[src/rtl/mem_pkg.sv]
// Shared definitions for the block-fill reader and its neighbours on the
// 16-bit byte-addressed memory bus.
package mem_pkg;

  typedef enum logic [1:0] {
    IDLE  = 2'd0,
    ISSUE = 2'd1,
    DRAIN = 2'd2
  } fill_state_e;

  localparam int WORD_BYTES     = 2;
  localparam int DEF_ADDR_WIDTH = 16;

endpackage

[src/rtl/fill_counter.sv]
// Up-counter cleared to zero on request, with a flag that is high while the
// count equals LAST.
module fill_counter #(
  parameter int unsigned   W    = 4,
  parameter logic [W-1:0]  LAST = '1
) (
  input  logic         clk,
  input  logic         rst_n,
  input  logic         clr_i,
  input  logic         inc_i,
  output logic [W-1:0] cnt_o,
  output logic         term_o
);

  logic [W-1:0] cnt_q, cnt_d;

  always_comb begin
    cnt_d = cnt_q;
    if (clr_i) begin
      cnt_d = '0;
    end else if (inc_i) begin
      cnt_d = cnt_q + W'(1);
    end
  end

  always_ff @(posedge clk or negedge rst_n) begin
    if (!rst_n) begin
      cnt_q <= '0;
    end else begin
      cnt_q <= cnt_d;
    end
  end

  assign cnt_o  = cnt_q;
  assign term_o = (cnt_q == LAST);

endmodule

[src/rtl/mem_fill_ctrl.sv]
// Cache-miss block fill: issues WORDS_PER_BLOCK back-to-back word reads and
// streams the returned words into the cache data array, then writes the tag.
module mem_fill_ctrl
  import mem_pkg::*;
#(
  parameter int ADDR_WIDTH      = DEF_ADDR_WIDTH,
  parameter int WORDS_PER_BLOCK = 8,
  parameter int OFF_W           = $clog2(WORDS_PER_BLOCK)
) (
  input  logic                  clk,
  input  logic                  rst_n,
  input  logic                  miss_detected,
  input  logic [ADDR_WIDTH-1:0] miss_address,
  output logic                  fill_busy,
  output logic                  fill_done,
  output logic                  mem_enable,
  output logic                  mem_wr,
  output logic [ADDR_WIDTH-1:0] mem_addr,
  input  logic [15:0]           mem_rdata,
  input  logic                  mem_data_valid,
  output logic                  cache_wr_en,
  output logic [OFF_W-1:0]      cache_wr_word,
  output logic [15:0]           cache_wr_data,
  output logic                  tag_wr_en
);

  // One extra counter bit keeps the terminal compare unambiguous.
  localparam int                    CNT_W    = OFF_W + 1;
  localparam logic [CNT_W-1:0]      LAST     = CNT_W'(WORDS_PER_BLOCK - 1);
  localparam logic [ADDR_WIDTH-1:0] BLK_MASK =
    ~ADDR_WIDTH'(WORD_BYTES * WORDS_PER_BLOCK - 1);

  fill_state_e           state_q;
  logic [ADDR_WIDTH-1:0] base_q;
  logic [CNT_W-1:0]      issue_cnt;
  logic [CNT_W-1:0]      recv_cnt;
  logic                  issue_last;
  logic                  recv_last;
  logic                  start;
  logic                  issuing;
  logic                  receiving;
  logic                  recv_done;
  logic                  recv_cnt_msb_unused;

  assign start     = (state_q == IDLE) && miss_detected;
  assign issuing   = (state_q == ISSUE);
  assign receiving = (state_q != IDLE) && mem_data_valid;
  assign recv_done = receiving && recv_last;

  fill_counter #(.W(CNT_W), .LAST(LAST)) u_issue_cnt (
    .clk    (clk),
    .rst_n  (rst_n),
    .clr_i  (start),
    .inc_i  (issuing),
    .cnt_o  (issue_cnt),
    .term_o (issue_last)
  );

  fill_counter #(.W(CNT_W), .LAST(LAST)) u_recv_cnt (
    .clk    (clk),
    .rst_n  (rst_n),
    .clr_i  (start),
    .inc_i  (receiving),
    .cnt_o  (recv_cnt),
    .term_o (recv_last)
  );

  always_ff @(posedge clk or negedge rst_n) begin
    if (!rst_n) begin
      state_q <= IDLE;
    end else begin
      case (state_q)
        IDLE:    if (miss_detected) state_q <= ISSUE;
        ISSUE: begin
          if (recv_done) begin
            state_q <= IDLE;
          end else if (issue_last) begin
            state_q <= DRAIN;
          end
        end
        DRAIN:   if (recv_done) state_q <= IDLE;
        default: state_q <= IDLE;
      endcase
    end
  end

  // Block base is only ever observed while issuing, so it carries no reset.
  always_ff @(posedge clk) begin
    if (start) begin
      base_q <= miss_address & BLK_MASK;
    end
  end

  assign fill_busy     = (state_q != IDLE);
  assign mem_enable    = issuing;
  assign mem_wr        = 1'b0;
  assign mem_addr      = issuing ?
    base_q + {{(ADDR_WIDTH-CNT_W-1){1'b0}}, issue_cnt, 1'b0} : '0;
  assign cache_wr_en   = receiving;
  assign cache_wr_word = recv_cnt[OFF_W-1:0];
  assign cache_wr_data = receiving ? mem_rdata : '0;
  assign tag_wr_en     = recv_done;
  assign fill_done     = recv_done;

  assign recv_cnt_msb_unused = recv_cnt[OFF_W];

`ifndef SYNTHESIS
  // The memory cannot return the final word before it has been requested.
  a_no_early_last: assert property (@(posedge clk) disable iff (!rst_n)
    !(issuing && recv_done));
`endif

endmodule

[config.mk]
export PLATFORM = sky130hd
export DESIGN_NAME = mem_fill_ctrl
export DESIGN_NICKNAME = d
export VERILOG_FILES = /design/src/rtl/mem_pkg.sv /design/src/rtl/fill_counter.sv /design/src/rtl/mem_fill_ctrl.sv
export SDC_FILE = /design/constraint.sdc
export NUM_CORES = 1
export LEC_CHECK = 0
export ABC_AREA = 1
export BUFFER_PORTS_ARGS = -buffer_cell sky130_fd_sc_hd__buf_2
export CORE_AREA = 2 2 64 66
export CTS_CLUSTER_DIAMETER = 150
export DETAILED_ROUTE_END_ITERATION = 10
export DIE_AREA = 0 0 66 68
export GPL_TIMING_DRIVEN = 0
export PLACE_DENSITY_LB_ADDON = 0.05
export SLEW_MARGIN = 0
export SYNTH_ARGS = -nofsm -noshare
export SYNTH_HDL_FRONTEND = slang
export SYNTH_HIERARCHICAL = 1
export SYNTH_SLANG_ARGS = --single-unit
[constraint.sdc]
create_clock -name clk -period 2.6 [get_ports clk]
set_input_delay 0.52 -clock clk [delete_from_list [all_inputs] [get_ports clk]]
set_output_delay 0.52 -clock clk [all_outputs]
set_load 0.02 [all_outputs]
; Word-level counts from Yosys, hierarchy flattened
; Index checks and enable logic that the tools add are counted.
[word_totals]
ff_bits = 22
inputBits = 36
output_inout_bits = 41
[op_classes]
n_addsub = 3
n_eq_ne = 7
n_mux = 11
reduce_logical = 8
[op_table]
columns = op, n
row1 = 16-bit 2-to-1 mux, 2
row2 = 16-bit by 5-bit adder with 16-bit output, 1
row3 = 4-bit 2-to-1 mux, 4
row4 = 4-bit by 1-bit adder with 4-bit output (second input constant), 2
row5 = 4-bit by 3-bit == test with 1-bit output (second input constant), 2
row6 = 2-bit 2-to-1 mux, 4
row7 = 2-bit case mux with 3 select lines, 1
row8 = 2-bit nonzero test, 3
row9 = 2-bit != test (second input constant), 2
row10 = 1-bit logical AND, 3
row11 = 3-bit != test (second input constant), 1
row12 = 3-bit AND reduction, 1
row13 = 2-bit by 1-bit == test with 1-bit output (second input constant), 1
row14 = 2-bit == test (second input constant), 1
row15 = 2-bit zero test, 1

; Longest topological paths before layout
; Gate-level depths: netlist of the first run.
[logic_depth]
depth_word = 5
ltp_mapped = 8

; Hierarchy
; Netlist of the first run, hierarchy kept.
[modules_own_cells]
columns = mod, n_inst, cells_per_inst, area_each_um2, seq_area_each_um2
row1 = mem_fill_ctrl, 1, 137, 1001.0, 410.4
row2 = fill_counter at u_issue_cnt, 1, 25, 207.7, 100.1
row3 = fill_counter at u_recv_cnt, 1, 25, 197.7, 100.1

; Worst setup path before layout of the first run
; No wires, ideal clock.
[synth_timing]
kind = register to register
from = reg state_q[1]
to = reg u_issue_cnt.cnt_q[3] (netlist: u_issue_cnt/cnt_o[3])
setup_time_ns = 0.119
t_arrival_ns = 1.833
t_required_ns = 2.481
slack_ns = 0.648
stages_incl_launch_ff = 9
path_buffers = 0
period_less_slack_ns = 1.952
path_cell_list = dfrtp_1 nor2_2 inv_1 nor2_1 nor2_2 nor2_4 nand3_1 nand2_1 nor2_1
[synth_between]
elab_chain_cells = 3
[synth_lines]
columns = element, line_no
row1 = start: declaration, mem_fill_ctrl.sv:33  ; fill_state_e state_q;
row2 = start signal: assignment, mem_fill_ctrl.sv:70  ; state_q <= IDLE;
row3 = start signal: assignment, mem_fill_ctrl.sv:73  ; IDLE: if (miss_detected) state_q <= ISSUE;
row4 = start signal: assignment, mem_fill_ctrl.sv:76  ; state_q <= IDLE;
row5 = 2-bit zero test (*), mem_fill_ctrl.sv:45  ; assign start = (state_q == IDLE) && miss_detected;
row6 = 1-bit logical AND (*), mem_fill_ctrl.sv:45
row7 = via start, mem_fill_ctrl.sv:39  ; logic start;
row8 = 4-bit 2-to-1 mux or 2-bit nonzero test (tied branches), -
row9 = end signal: assignment, fill_counter.sv:30  ; cnt_q <= cnt_d;
row10 = end: declaration, fill_counter.sv:15  ; logic [W-1:0] cnt_q, cnt_d;
; Mark *: on every way through the listed nets, which the timed path passes. The rest lies on a longest branch.
; A chain may end at the register's enable or synchronous reset.

; Worst setup path after layout of the first run
[layout_timing]
from = reg u_issue_cnt.cnt_q[3] (netlist: u_issue_cnt/cnt_o[3])
to = out mem_addr[14]
[layout_between]
elab_chain_cells = 2
[layout_lines]
columns = element, line_no
row1 = 16-bit by 5-bit adder with 16-bit output, mem_fill_ctrl.sv:98  ; base_q + {{(ADDR_WIDTH-CNT_W-1){1'b0}}, issue_cnt, 1'b0} : '0;
row2 = 16-bit 2-to-1 mux, mem_fill_ctrl.sv:97  ; assign mem_addr = issuing ?
row3 = end: declaration, mem_fill_ctrl.sv:18  ; output logic [ADDR_WIDTH-1:0] mem_addr,
; Every way passes these cells.

==> reports/summary.md, run 1 <==
• **number of buffers and inverters on the critical path** 2
• **sum of negative setup slack** 0 ps
• **area share of the leading cell type in the synthesized netlist** 25.6%
• **last weighted congestion value of the routability-driven placer** 0.701
• **most frequent cells in the layout** 70 x sky130_fd_sc_hd__buf_2, 42 x sky130_fd_sc_hd__nor2_1, 41 x sky130_fd_sc_hd__inv_1, 24 x sky130_fd_sc_hd__nand2_1, 12 x sky130_fd_sc_hd__edfxtp_1
• **combined area of the multi-input logic cells** 599 µm²
• **number of ports placed on the die boundary** 77
• **endpoint kind of the worst setup timing path** primary output
• **total of max-cap violations** 0
• **most common cell after layout, fill and taps aside** sky130_fd_sc_hd__buf_2
• **detailed-route via count** 1326
• **maximum clock frequency** 0.433 GHz
• **final WL** 3.11 mm
• **area of the core region** 0.00386 mm²
• **arrival time of the worst setup path** 1790 ps
• **power density cells** 993 mW/mm²
• **type of the worst min-delay path** in2async
• **setup slack at placement** 281 ps
• **Nets** 303
• **cell with the largest stage delay on the worst path** sky130_fd_sc_hd__dfrtp_1
• **Leak** 1.09 nW
• **max-slew violation total from the final report** 0
• **Skew-Pair Late Insertion Delay** 260 ps
• **setup repair after global routing missed its margin** false
• **cell area after layout** 0.00187 mm²
• **horizontal die dimension** 66 µm
• **top cells by area, synth** sky130_fd_sc_hd__edfxtp_1 26%, sky130_fd_sc_hd__dfrtp_1 18%, sky130_fd_sc_hd__nor2_1 11%, sky130_fd_sc_hd__inv_1 11%, sky130_fd_sc_hd__nand2_1 6.4%
• **ratio of final minimum period to clock period** 88.9%
• **number of H-tree branching levels** 1
• **maximum number of buffers from clock root to sink** 2
• **delay of the slowest critical-path stage** 400 ps
• **critical path startpoint** u_issue_cnt/cnt_o[3]
• **total CTS buffers** 3
• **IO buf count** 70
• **fraction of final layout cells sized beyond drive strength 1** 36.6%
• **post-layout worst setup margin** 288 ps
• **worst clock skew** 5.70 ps
• **maximum number of pins on one net before global-route repair** 17
• **# hold bufs at CTS** 0
• **count of yosys warnings during synthesis** 6
• **WS Path Type** reg2out
• **portion of the post-synthesis area used by sequential elements** 43.4%
• **synthesized area divided by synthesized cell count** 7.52 µm²
• **placed standard-cell area** 0.00182 mm²
• **GR Util All Layers** 14.0%
• **post-CTS sizing** 0
• **CP top delay family** simple AND/OR/NAND/NOR gates
• **run status** finished clean
• **global-route wire length before repair** 4.80 mm
• **Initial DRT Pass Iterations** 4
• **data required time at the worst endpoint** 2080 ps
• **site row count** 23
• **die area** 0.00449 mm²
• **final critical-path required period** 2310 ps
• **leading area contributor after synthesis** sky130_fd_sc_hd__edfxtp_1
• **area growth from synthesis to layout** 33.0%
• **Fill cells** 414
• **Slew HR** 48.0%
• **detailed-route wire length per cell** 9.97 µm
• **Worst IR Drop VDD** 0.403 mV
• **via/cell ratio** 4.25
• **grt total ovfl** 0
• **antenna viol nets, final** 0
• **root buffer cell** sky130_fd_sc_hd__clkbuf_8
• **diode insertion count for antenna repair** 0
• **Setup Buffers After CTS** 0
• **Yosys cell types** 23
• **initial antenna violation count** 0
• **final hold violations** 0
• **largest fanout of any net on the critical path** 6
• **starting density of the core** 36.5%
• **First DRT Iteration DRCs** 29
• **critical path startpoint category** register
• **Final setup violation count** 0
• **number of global-route vias before repair** 1100
• **start of the worst register-to-register path** state_q[1]
• **CTS sink cnt** 22
• **gate count after technology mapping** 187
• **detailed placement HPWL** 2.46 mm
• **register area** 611 µm²
• **combined area of all synthesized cells** 0.00141 mm²
• **height of the die** 68 µm
• **Critical Path, Cell by Cell** ha_1, ha_1, nand2_2, nor2_4, nand3_1, nand2_1, nand3_1, inv_1, buf_2
• **slew at the pin closest to its max-slew limit** 779 ps
• **clock transition at the registers of the reported paths** 80 ps
• **drt drc** 0
• **Yosys reg bits** 22
• **CTS tree** built
-- layout make-up --
class	count	share of cell area, %
flip-flops and latches	22	32.6
multi-input cells	119	32.0
repair buffers	70	18.7
inverters	42	8.43
well taps	50	3.34
plain buffers	5	2.41
clock buffers	3	2.21
clock inverters	1	0.201
-- metal layers --
metal	wire length (µm)	up-vias	part of all wire (%)	GRT usage (%)
met4	22	0	0.71	5.87
met1	1410	568	45	19.3
li1	-	722	-	-
met3	138	2	4.4	1.97
met5	0	-	0	0
met2	1540	34	50	22.2
-- cells by family (layout without fill, tap and decap cells) --
group | Yosys count | in the layout | synth area share (%)
AOI/OAI and AO/OA | 20 | 20 | 8.19
buffers and inverters | 47 | 121 | 14.4
adders and majority gates | 4 | 4 | 3.56
DFF | 22 | 22 | 43.4
other | 1 | 2 | 0.267
and+or+nand+nor | 93 | 93 | 30.2
-- cells in the mapped netlist --
master	n
sky130_fd_sc_hd__ha_1	4
sky130_fd_sc_hd__a211oi_1	1
sky130_fd_sc_hd__o21ai_0	3
sky130_fd_sc_hd__buf_6	2
sky130_fd_sc_hd__dfrtp_1	10
sky130_fd_sc_hd__a21oi_1	10
sky130_fd_sc_hd__nand2_2	4
sky130_fd_sc_hd__nand3_1	11
sky130_fd_sc_hd__inv_1	41
sky130_fd_sc_hd__a21oi_2	1
sky130_fd_sc_hd__nand2_1	24
sky130_fd_sc_hd__o22ai_2	1
sky130_fd_sc_hd__edfxtp_1	12
sky130_fd_sc_hd__o21ai_1	3
sky130_fd_sc_hd__conb_1	1
sky130_fd_sc_hd__a31oi_1	1
sky130_fd_sc_hd__buf_4	3
sky130_fd_sc_hd__nor2_4	4
sky130_fd_sc_hd__nand4_1	1
sky130_fd_sc_hd__nor2_1	43
sky130_fd_sc_hd__nor2_2	5
sky130_fd_sc_hd__nand3_2	1
sky130_fd_sc_hd__inv_2	1
-- per-stage QoR --
stage	hold slack [ps]	power, mW	instances	utilization [%]
detailed placement	394	1.66	308	47.3
finish	103	1.86	312	48.5
floorplan	224	1.34	188	-
global route	112	2.03	312	48.5
CTS	109	1.88	312	48.4
global placement	401	1.66	308	47.3
-- registers in the layout, indices dropped and copies added, names as in the netlist --
signal,count
state_q,2
base_q,12
u_issue_cnt/cnt_o,4
u_recv_cnt/cnt_o,4
-- final timing paths --
kind / to / slack [ps] / cells after the start
max: mem_addr[14] / 290 / 9
min: u_issue_cnt/cnt_o[0] / 100 / 1
max reg2reg: u_issue_cnt/cnt_o[3] / 740 / 8
min reg2reg: u_recv_cnt/cnt_o[3] / 540 / 3
max in group asynchronous: state_q[0] / 2300 / 1
min in group clk: base_q[8] / 430 / 1
-- worst reg2reg max path, cell delays in order, from the launching register on --
cell and delay, ps:
sky130_fd_sc_hd__dfrtp_1 430, sky130_fd_sc_hd__nor2_2 170, sky130_fd_sc_hd__inv_1 110, sky130_fd_sc_hd__nor2_2 610
sky130_fd_sc_hd__nor2_2 140, sky130_fd_sc_hd__nor2_4 130, sky130_fd_sc_hd__nand3_1 70, sky130_fd_sc_hd__nand2_1 60
sky130_fd_sc_hd__nor2_1 40
-- power breakdown --
part	internal (mW)	total [mW]	switching, mW
Sequential	0.484	0.576	0.0920
Combinational	0.367	1.07	0.700
Clock	0.105	0.215	0.110
(Power assumes the default switching activity.)
==> run 2: changes to the inputs <==
- CELL_PAD_IN_SITES_DETAIL_PLACEMENT: unset -> 0
- CELL_PAD_IN_SITES_GLOBAL_PLACEMENT: unset -> 2
- CORE_AREA: 2 2 64 66 -> 2 2 82 84
- DIE_AREA: 0 0 66 68 -> 0 0 84 86
==> reports/summary.md, run 2 (synthesis gave the netlist of run 1 again) <==
• **IO buf count** 70, unchanged
• **detailed placement HPWL** 2.89 mm, +17%
• **FF-to-FF setup slack** 660 ps, -80 ps
• **cell area after layout** 0.00190 mm², +1.8%
• **Register-to-Register Path Depth** 8, unchanged
• **CP Capture Point** mem_addr[12]
• **antenna viol nets, final** 0, unchanged
• **type of the worst min-delay path** in2async
• **Final setup violation count** 0, unchanged
• **start of the worst register-to-register path** state_q[0]
• **diode insertion count for antenna repair** 0, unchanged
• **initial antenna violation count** 0, unchanged
• **area growth from synthesis to layout** 35.4%
• **combined area of the multi-input logic cells** 599 µm², unchanged
• **grt total ovfl** 0, unchanged
• **data required time at the worst endpoint** 2080 ps, about the same
• **critical path startpoint** u_issue_cnt/cnt_o[3]
• **setup repair after global routing missed its margin** false
• **die area** 0.00722 mm², +61%
• **Skew-Pair Late Insertion Delay** 270 ps, about the same
• **maximum number of pins on one net before global-route repair** 17, unchanged
• **switching power of the nets** 920 µW, +2.0%
• **maximum clock frequency** 0.427 GHz, -1.2%
• **via/cell ratio** 3.88, -8.7%
• **last weighted congestion value of the routability-driven placer** 0.666, -5.1%
• **maximum number of buffers from clock root to sink** 2, unchanged
• **number of H-tree branching levels** 1, unchanged
• **critical path startpoint category** register
• **register area** 611 µm², unchanged
• **power density cells** 988 mW/mm², -0.55%
• **final hold violations** 0, unchanged
• **detailed-route via count** 1315, -0.83%
• **Slew HR** 41.3%, -6.6 points
• **total power consumption of the routed design** 1.88 mW, +1.2%
• **placed standard-cell area** 0.00186 mm², +2.0%
• **root buffer cell** sky130_fd_sc_hd__clkbuf_8
• **most frequent cells in the layout** 70 x sky130_fd_sc_hd__buf_2, 42 x sky130_fd_sc_hd__nor2_1, 41 x sky130_fd_sc_hd__inv_1, 24 x sky130_fd_sc_hd__nand2_1, 12 x sky130_fd_sc_hd__edfxtp_1
• **slew at the pin closest to its max-slew limit** 879 ps, +99.5 ps
• **worst clock skew** 12.6 ps, +6.86 ps
• **Clk network pwr share** 11.8%, +0.2 points
• **cell with the largest stage delay on the worst path** sky130_fd_sc_hd__dfrtp_1
• **post-CTS sizing** 0, unchanged
• **global-route wire length before repair** 5.76 mm, +20%
• **CTS tree** built
• **most numerous cell on the critical path** sky130_fd_sc_hd__ha_1
• **largest fanout of any net on the critical path** 6, unchanged
• **First DRT Iteration DRCs** 35, +21%
• **endpoint of the worst-slack reg-to-reg timing path** u_issue_cnt/cnt_o[3]
• **Combinational Power Share** 57.4%, about the same
• **most common cell after layout, fill and taps aside** sky130_fd_sc_hd__buf_2
• **ratio of final minimum period to clock period** 90.0%, +1.1 points
• **sequential power share** 30.8%, -0.2 points
• **arrival time of the worst setup path** 1820 ps, +30 ps
• **Layout Utilization** 30.3%, -18 points
• **Worst IR Drop VDD** 0.372 mV, -7.7%
• **final WL** 3.69 mm, +19%
• **Nets** 303, unchanged
• **total of max-cap violations** 0, unchanged
• **# hold bufs at CTS** 0, unchanged
• **Fill cells** 709, +71%
• **WS Path Type** reg2out
• **endpoint kind of the worst setup timing path** primary output
• **site row count** 29, +26%
• **Initial DRT Pass Iterations** 3, -1
• **fraction of final layout cells sized beyond drive strength 1** 36.6%, unchanged
• **switching part of the total power** 48.9%, +0.35 points
• **CTS sink cnt** 22, unchanged
• **number of global-route vias before repair** 1213, +10%
• **delay of the slowest critical-path stage** 410 ps, about the same
• **GR Util All Layers** 10.0%, -4.0 points
• **area of the core region** 0.00628 mm², +63%
• **number of ports placed on the die boundary** 77, unchanged
• **drt drc** 0, unchanged
• **Critical Path, Cell by Cell** ha_1, ha_1, nand2_2, nor2_4, nand2_1, o21ai_1, nor2_1, buf_2
• **max-slew violation total from the final report** 0, unchanged
• **Setup Buffers After CTS** 0, unchanged
• **Leak** 1.09 nW, about the same
• **max FFs per register** 12, unchanged
• **final critical-path required period** 2340 ps, +29.1 ps
• **horizontal die dimension** 84 µm, +27%
• **detailed-route wire length per cell** 10.9 µm, +9.2%
• **internal power component** 961 µW, +0.55%
• **total CTS buffers** 3, unchanged
• **starting density of the core** 22.4%, -14 points
• **height of the die** 86 µm, +26%
• **Top reg by flops** base_q
• **sum of negative setup slack** 0 ps, unchanged
• **run status** finished clean
• **clock transition at the registers of the reported paths** 70 ps, about the same
[run 2: routing by layer]
metal | track usage [%] | wire (µm) | up-vias
li1 | - | - | 717
met3 | 2.21 | 153 | 2
met5 | 0 | 0 | -
met1 | 12.8 | 1650 | 572
met2 | 17.2 | 1860 | 24
met4 | 2.64 | 22 | 0
[run 2: worst max-delay path: cells and delay by family, from the launching register on]
family / cells / cell delay, ps
adder cells (fa/ha/maj): 2 / 460
AND/OR/NAND/NOR: 4 / 420
AO/OA/AOI/OAI: 1 / 120
flip-flops: 1 / 410
buffers and inverters: 1 / 150
[run 2: final cells by class]
class,instances,area share (%)
plain buffers,5,2.37
repair buffers,70,18.4
inverters,42,8.28
clock buffers,4,2.37
well taps,77,5.06
flip-flops and latches,22,32.1
multi-input cells,119,31.5
[run 2: stage by stage]
step	hold WS (ps)	cells	setup WS, ps
3_5_place_dp	400	335	512
6_report	113	339	259
3_3_place_gp	405	335	102
4_1_cts	110	339	212
2_1_floorplan	224	188	648
5_1_grt	111	339	53.0
[run 2: power groups by stage]
stage          logic (mW)  clock network, mW  registers [mW]
2_1_floorplan       0.749                  0           0.594
3_3_place_gp         1.11                  0           0.594
3_5_place_dp         1.10                  0           0.591
4_1_cts              1.10              0.239           0.584
5_1_grt              1.21              0.251           0.599
6_report             1.08              0.222           0.580
[run 2: worst min-delay path by stage]
| stage | to | cells after the start | from | slack [ps] |
|---|---|---|---|---|
| after floorplan | state_q[0] | 0 | rst_n | 220 |
| after global placement | u_recv_cnt/cnt_o[1] | 1 | rst_n | 410 |
| after detailed placement | u_recv_cnt/cnt_o[2] | 1 | rst_n | 400 |
| after CTS | u_recv_cnt/cnt_o[2] | 1 | rst_n | 110 |
| after global routing | u_recv_cnt/cnt_o[1] | 1 | rst_n | 110 |
| final | u_recv_cnt/cnt_o[2] | 1 | rst_n | 110 |
==> run 3: changes to the inputs <==
- ABC_AREA: 1 -> unset
- CORE_AREA: 2 2 82 84 -> 2 2 78 80
- DIE_AREA: 0 0 84 86 -> 0 0 80 82
==> reports/summary.md, run 3 <==
• **run status** finished clean
• **Fill cells** 636, -10%
• **horizontal die dimension** 80 µm, -4.8%
• **gate count after technology mapping** 135, -28%
• **max FFs per register** 12, unchanged
• **portion of the post-synthesis area used by sequential elements** 46.0%, +2.5 points
• **total of max-cap violations** 0, unchanged
• **arrival time of the worst setup path** 1920 ps, +100 ps
• **switching part of the total power** 43.5%, -5.4 points
• **critical path startpoint category** register
• **CTS tree** built
• **CTS sink cnt** 22, unchanged
• **area of the core region** 0.00575 mm², -8.5%
• **detailed placement HPWL** 2.85 mm, -1.4%
• **final WL** 3.58 mm, -3.0%
• **First DRT Iteration DRCs** 48, +37%
• **Leak** 0.910 nW, -16%
• **ys async rst share** 45.5%, unchanged
• **Yosys cell types** 32, +39%
• **area share of the leading cell type in the synthesized netlist** 27.1%, +1.5 points
• **GR peak layer** met2
• **Nets** 251, -17%
• **GR Util All Layers** 11.2%, +1.2 points
• **height of the die** 82 µm, -4.7%
• **endpoint kind of the worst setup timing path** primary output
• **number of ports placed on the die boundary** 77, unchanged
• **ratio of final minimum period to clock period** 93.7%, +3.7 points
• **number of H-tree branching levels** 1, unchanged
• **post-layout worst setup margin** 164 ps, -95.0 ps
• **Top reg by flops** base_q
• **power density cells** 918 mW/mm², -7.1%
• **worst clock skew** 4.11 ps, -8.44 ps
• **global-route wire length before repair** 5.76 mm, unchanged
• **root buffer cell** sky130_fd_sc_hd__clkbuf_8
• **setup slack at placement** 338 ps, -175 ps
• **type of the worst min-delay path** in2async
• **antenna viol nets, final** 0, unchanged
• **maximum number of buffers from clock root to sink** 2, unchanged
• **M3 GR Usage** 1.76%, -0.46 points
• **Worst IR Drop VDD** 0.458 mV, +23%
• **detailed-route via count** 1226, -6.8%
• **clock transition at the registers of the reported paths** 80 ps, about the same
• **leading register cell type out of synthesis** sky130_fd_sc_hd__edfxtp_1
• **combined area of all synthesized cells** 0.00133 mm², -5.5%
• **cell area after layout** 0.00187 mm², -1.9%
• **global routing usage on met2** 18.9%, +1.8 points
• **Combinational Power Share** 53.5%, -3.9 points
• **die area** 0.00656 mm², -9.2%
• **top cells by area, synth** sky130_fd_sc_hd__edfxtp_1 27%, sky130_fd_sc_hd__dfrtp_1 19%, sky130_fd_sc_hd__and3_1 8.0%, sky130_fd_sc_hd__a21oi_1 4.1%, sky130_fd_sc_hd__ha_1 3.8%
• **final hold violations** 0, unchanged
• **most numerous cell types in the synthesized netlist** 17 x sky130_fd_sc_hd__and3_1, 13 x sky130_fd_sc_hd__nor2_1, 12 x sky130_fd_sc_hd__edfxtp_1
• **# hold bufs at CTS** 0, unchanged
• **internal power component** 968 µW, +0.72%
• **total CTS buffers** 3, unchanged
• **final critical-path required period** 2440 ps, +95.0 ps
• **site row count** 28, -3.4%
• **placed standard-cell area** 0.00179 mm², -3.8%
• **largest fanout of any net on the critical path** 10, +4
• **number of standard cells in the final layout excluding fillers** 285, -16%
• **Cell Count Post-Placement** 281, -16%
• **library cell with the highest instance count after synthesis** sky130_fd_sc_hd__and3_1
• **total power consumption of the routed design** 1.71 mW, -8.9%
• **fraction of final layout cells sized beyond drive strength 1** 42.4%, +5.7 points
• **maximum clock frequency** 0.410 GHz, -3.9%
• **count of yosys warnings during synthesis** 6, unchanged
• **last weighted congestion value of the routability-driven placer** 0.767, +15%
• **Clk network pwr share** 14.3%, +2.5 points
• **starting density of the core** 23.1%, +0.72 points
• **number of global-route vias before repair** 1179, -2.8%
• **number of enable-type register cells in the synthesized netlist** 12, unchanged
• **initial antenna violation count** 0, unchanged
• **Initial DRT Pass Iterations** 4, +1
• **Final setup violation count** 0, unchanged
• **leading area contributor after synthesis** sky130_fd_sc_hd__edfxtp_1
• **max-slew violation total from the final report** 0, unchanged
• **switching power of the nets** 746 µW, -19%
• **data required time at the worst endpoint** 2080 ps, about the same
• **hold slack final** 105 ps, -7.82 ps
• **detailed-route wire length per cell** 12.6 µm, +15%
• **synthesized area divided by synthesized cell count** 9.84 µm², +31%
• **maximum number of pins on one net before global-route repair** 15, -2
• **Yosys reg bits** 22, unchanged
• **WS Path Type** reg2out
• **most frequent cells in the layout** 67 x sky130_fd_sc_hd__buf_2, 17 x sky130_fd_sc_hd__and3_1, 12 x sky130_fd_sc_hd__nor2_1, 12 x sky130_fd_sc_hd__edfxtp_1, 11 x sky130_fd_sc_hd__a21oi_1
• **FF-to-FF setup slack** 640 ps, -20 ps
• **area growth from synthesis to layout** 40.6%
• **sequential power share** 32.3%, +1.5 points
• **grt total ovfl** 0, unchanged
• **IO buf count** 69, -1.4%
• **via/cell ratio** 4.30, +11%
• **setup repair after global routing missed its margin** false
• **diode insertion count for antenna repair** 0, unchanged
• **Skew-Pair Late Insertion Delay** 260 ps, about the same
• **most common cell after layout, fill and taps aside** sky130_fd_sc_hd__buf_2
• **met1 usage** 14.6%, +1.8 points
• **drt drc** 0, unchanged
[run 3: cell count changes in the layout (fill, tap and decap cells not counted), sizes merged, moves of 3 or more]
cell    previous run  this run
or4                0         4
nand2             28         5
nor2              52        13
o21ai              6         2
nand4              1         4
and2               0         6
mux2i              0         3
nor2b              0         3
nand3             12         5
xnor2              0         3
and3               0        17
inv               42         4
o31ai              0         4
clkbuf             4         8
[run 3: power by group through the flow]
stage / Sequential, mW / Combinational [mW] / Clock [mW]
3_3_place_gp: 0.557 / 0.890 / 0
5_1_grt: 0.572 / 1.02 / 0.274
6_report: 0.553 / 0.916 / 0.245
2_1_floorplan: 0.566 / 0.598 / 0
4_1_cts: 0.553 / 0.918 / 0.258
3_5_place_dp: 0.560 / 0.914 / 0
[run 3: final cells by class]
type,count,area [µm²],area share [%]
multi-input cells,101,672,36.0
flip-flops and latches,22,611,32.7
repair buffers,71,373,20.0
well taps,75,93.8,5.02
clock buffers,4,55.1,2.95
plain buffers,8,48.8,2.61
inverters,4,15.0,0.804
[run 3: cell families (layout without fill, tap and decap cells)]
group	count (synthesis)	in the layout	share of synthesized area, %
and+or+nand+nor	64	64	27.3
DFF	22	22	46.0
AOI/OAI and AO/OA	21	21	9.79
buffers and inverters	13	87	5.08
xor gates and xnor gates	5	5	3.30
muxes	5	5	4.52
adders and majority gates	4	4	3.77
other	1	2	0.282
[run 3: critical path, cell delays in order, from the launching register on]
cell and delay, ps:
sky130_fd_sc_hd__edfxtp_1 470, sky130_fd_sc_hd__nand4_2 170, sky130_fd_sc_hd__buf_6 170, sky130_fd_sc_hd__or4_1 470, sky130_fd_sc_hd__a21oi_1 180, sky130_fd_sc_hd__buf_2 190
[run 3: worst paths after layout]
path | startpoint | end | cells after the start
hold reg to reg | state_q[1] | state_q[0] | 1
hold / removal | rst_n | u_issue_cnt/cnt_o[0] | 1
setup reg to reg | state_q[0] | u_issue_cnt/cnt_o[3] | 6
max in group asynchronous | rst_n | state_q[0] | 1
setup / recovery | base_q[6] | mem_addr[13] | 5
min in group clk | miss_address[7] | base_q[7] | 1
[run 3: what timing repair did]
| action | 4_1_cts | 5_1_grt |
|---|---|---|
| hold endpoints to repair | 0 | 0 |
| endpoints found under the setup margin | 0 | 9 |
| gates resized for setup | 0 | 5 |
| buffers inserted | 0 | 1 |
[run 3: metal layers]
layer,wire length [µm],vias to the layer above
met1,1610,568
li1,-,629
met4,36,0
met2,1790,25
met5,0,-
met3,149,4
[run 3: metrics by stage]
step / utilization [%] / TNS, ps
after CTS: 32.1 / 0
after global placement: 30.8 / -1280
after floorplan: - / 0
after detailed placement: 31.1 / 0
after global routing: 32.5 / 0
final: 32.5 / 0
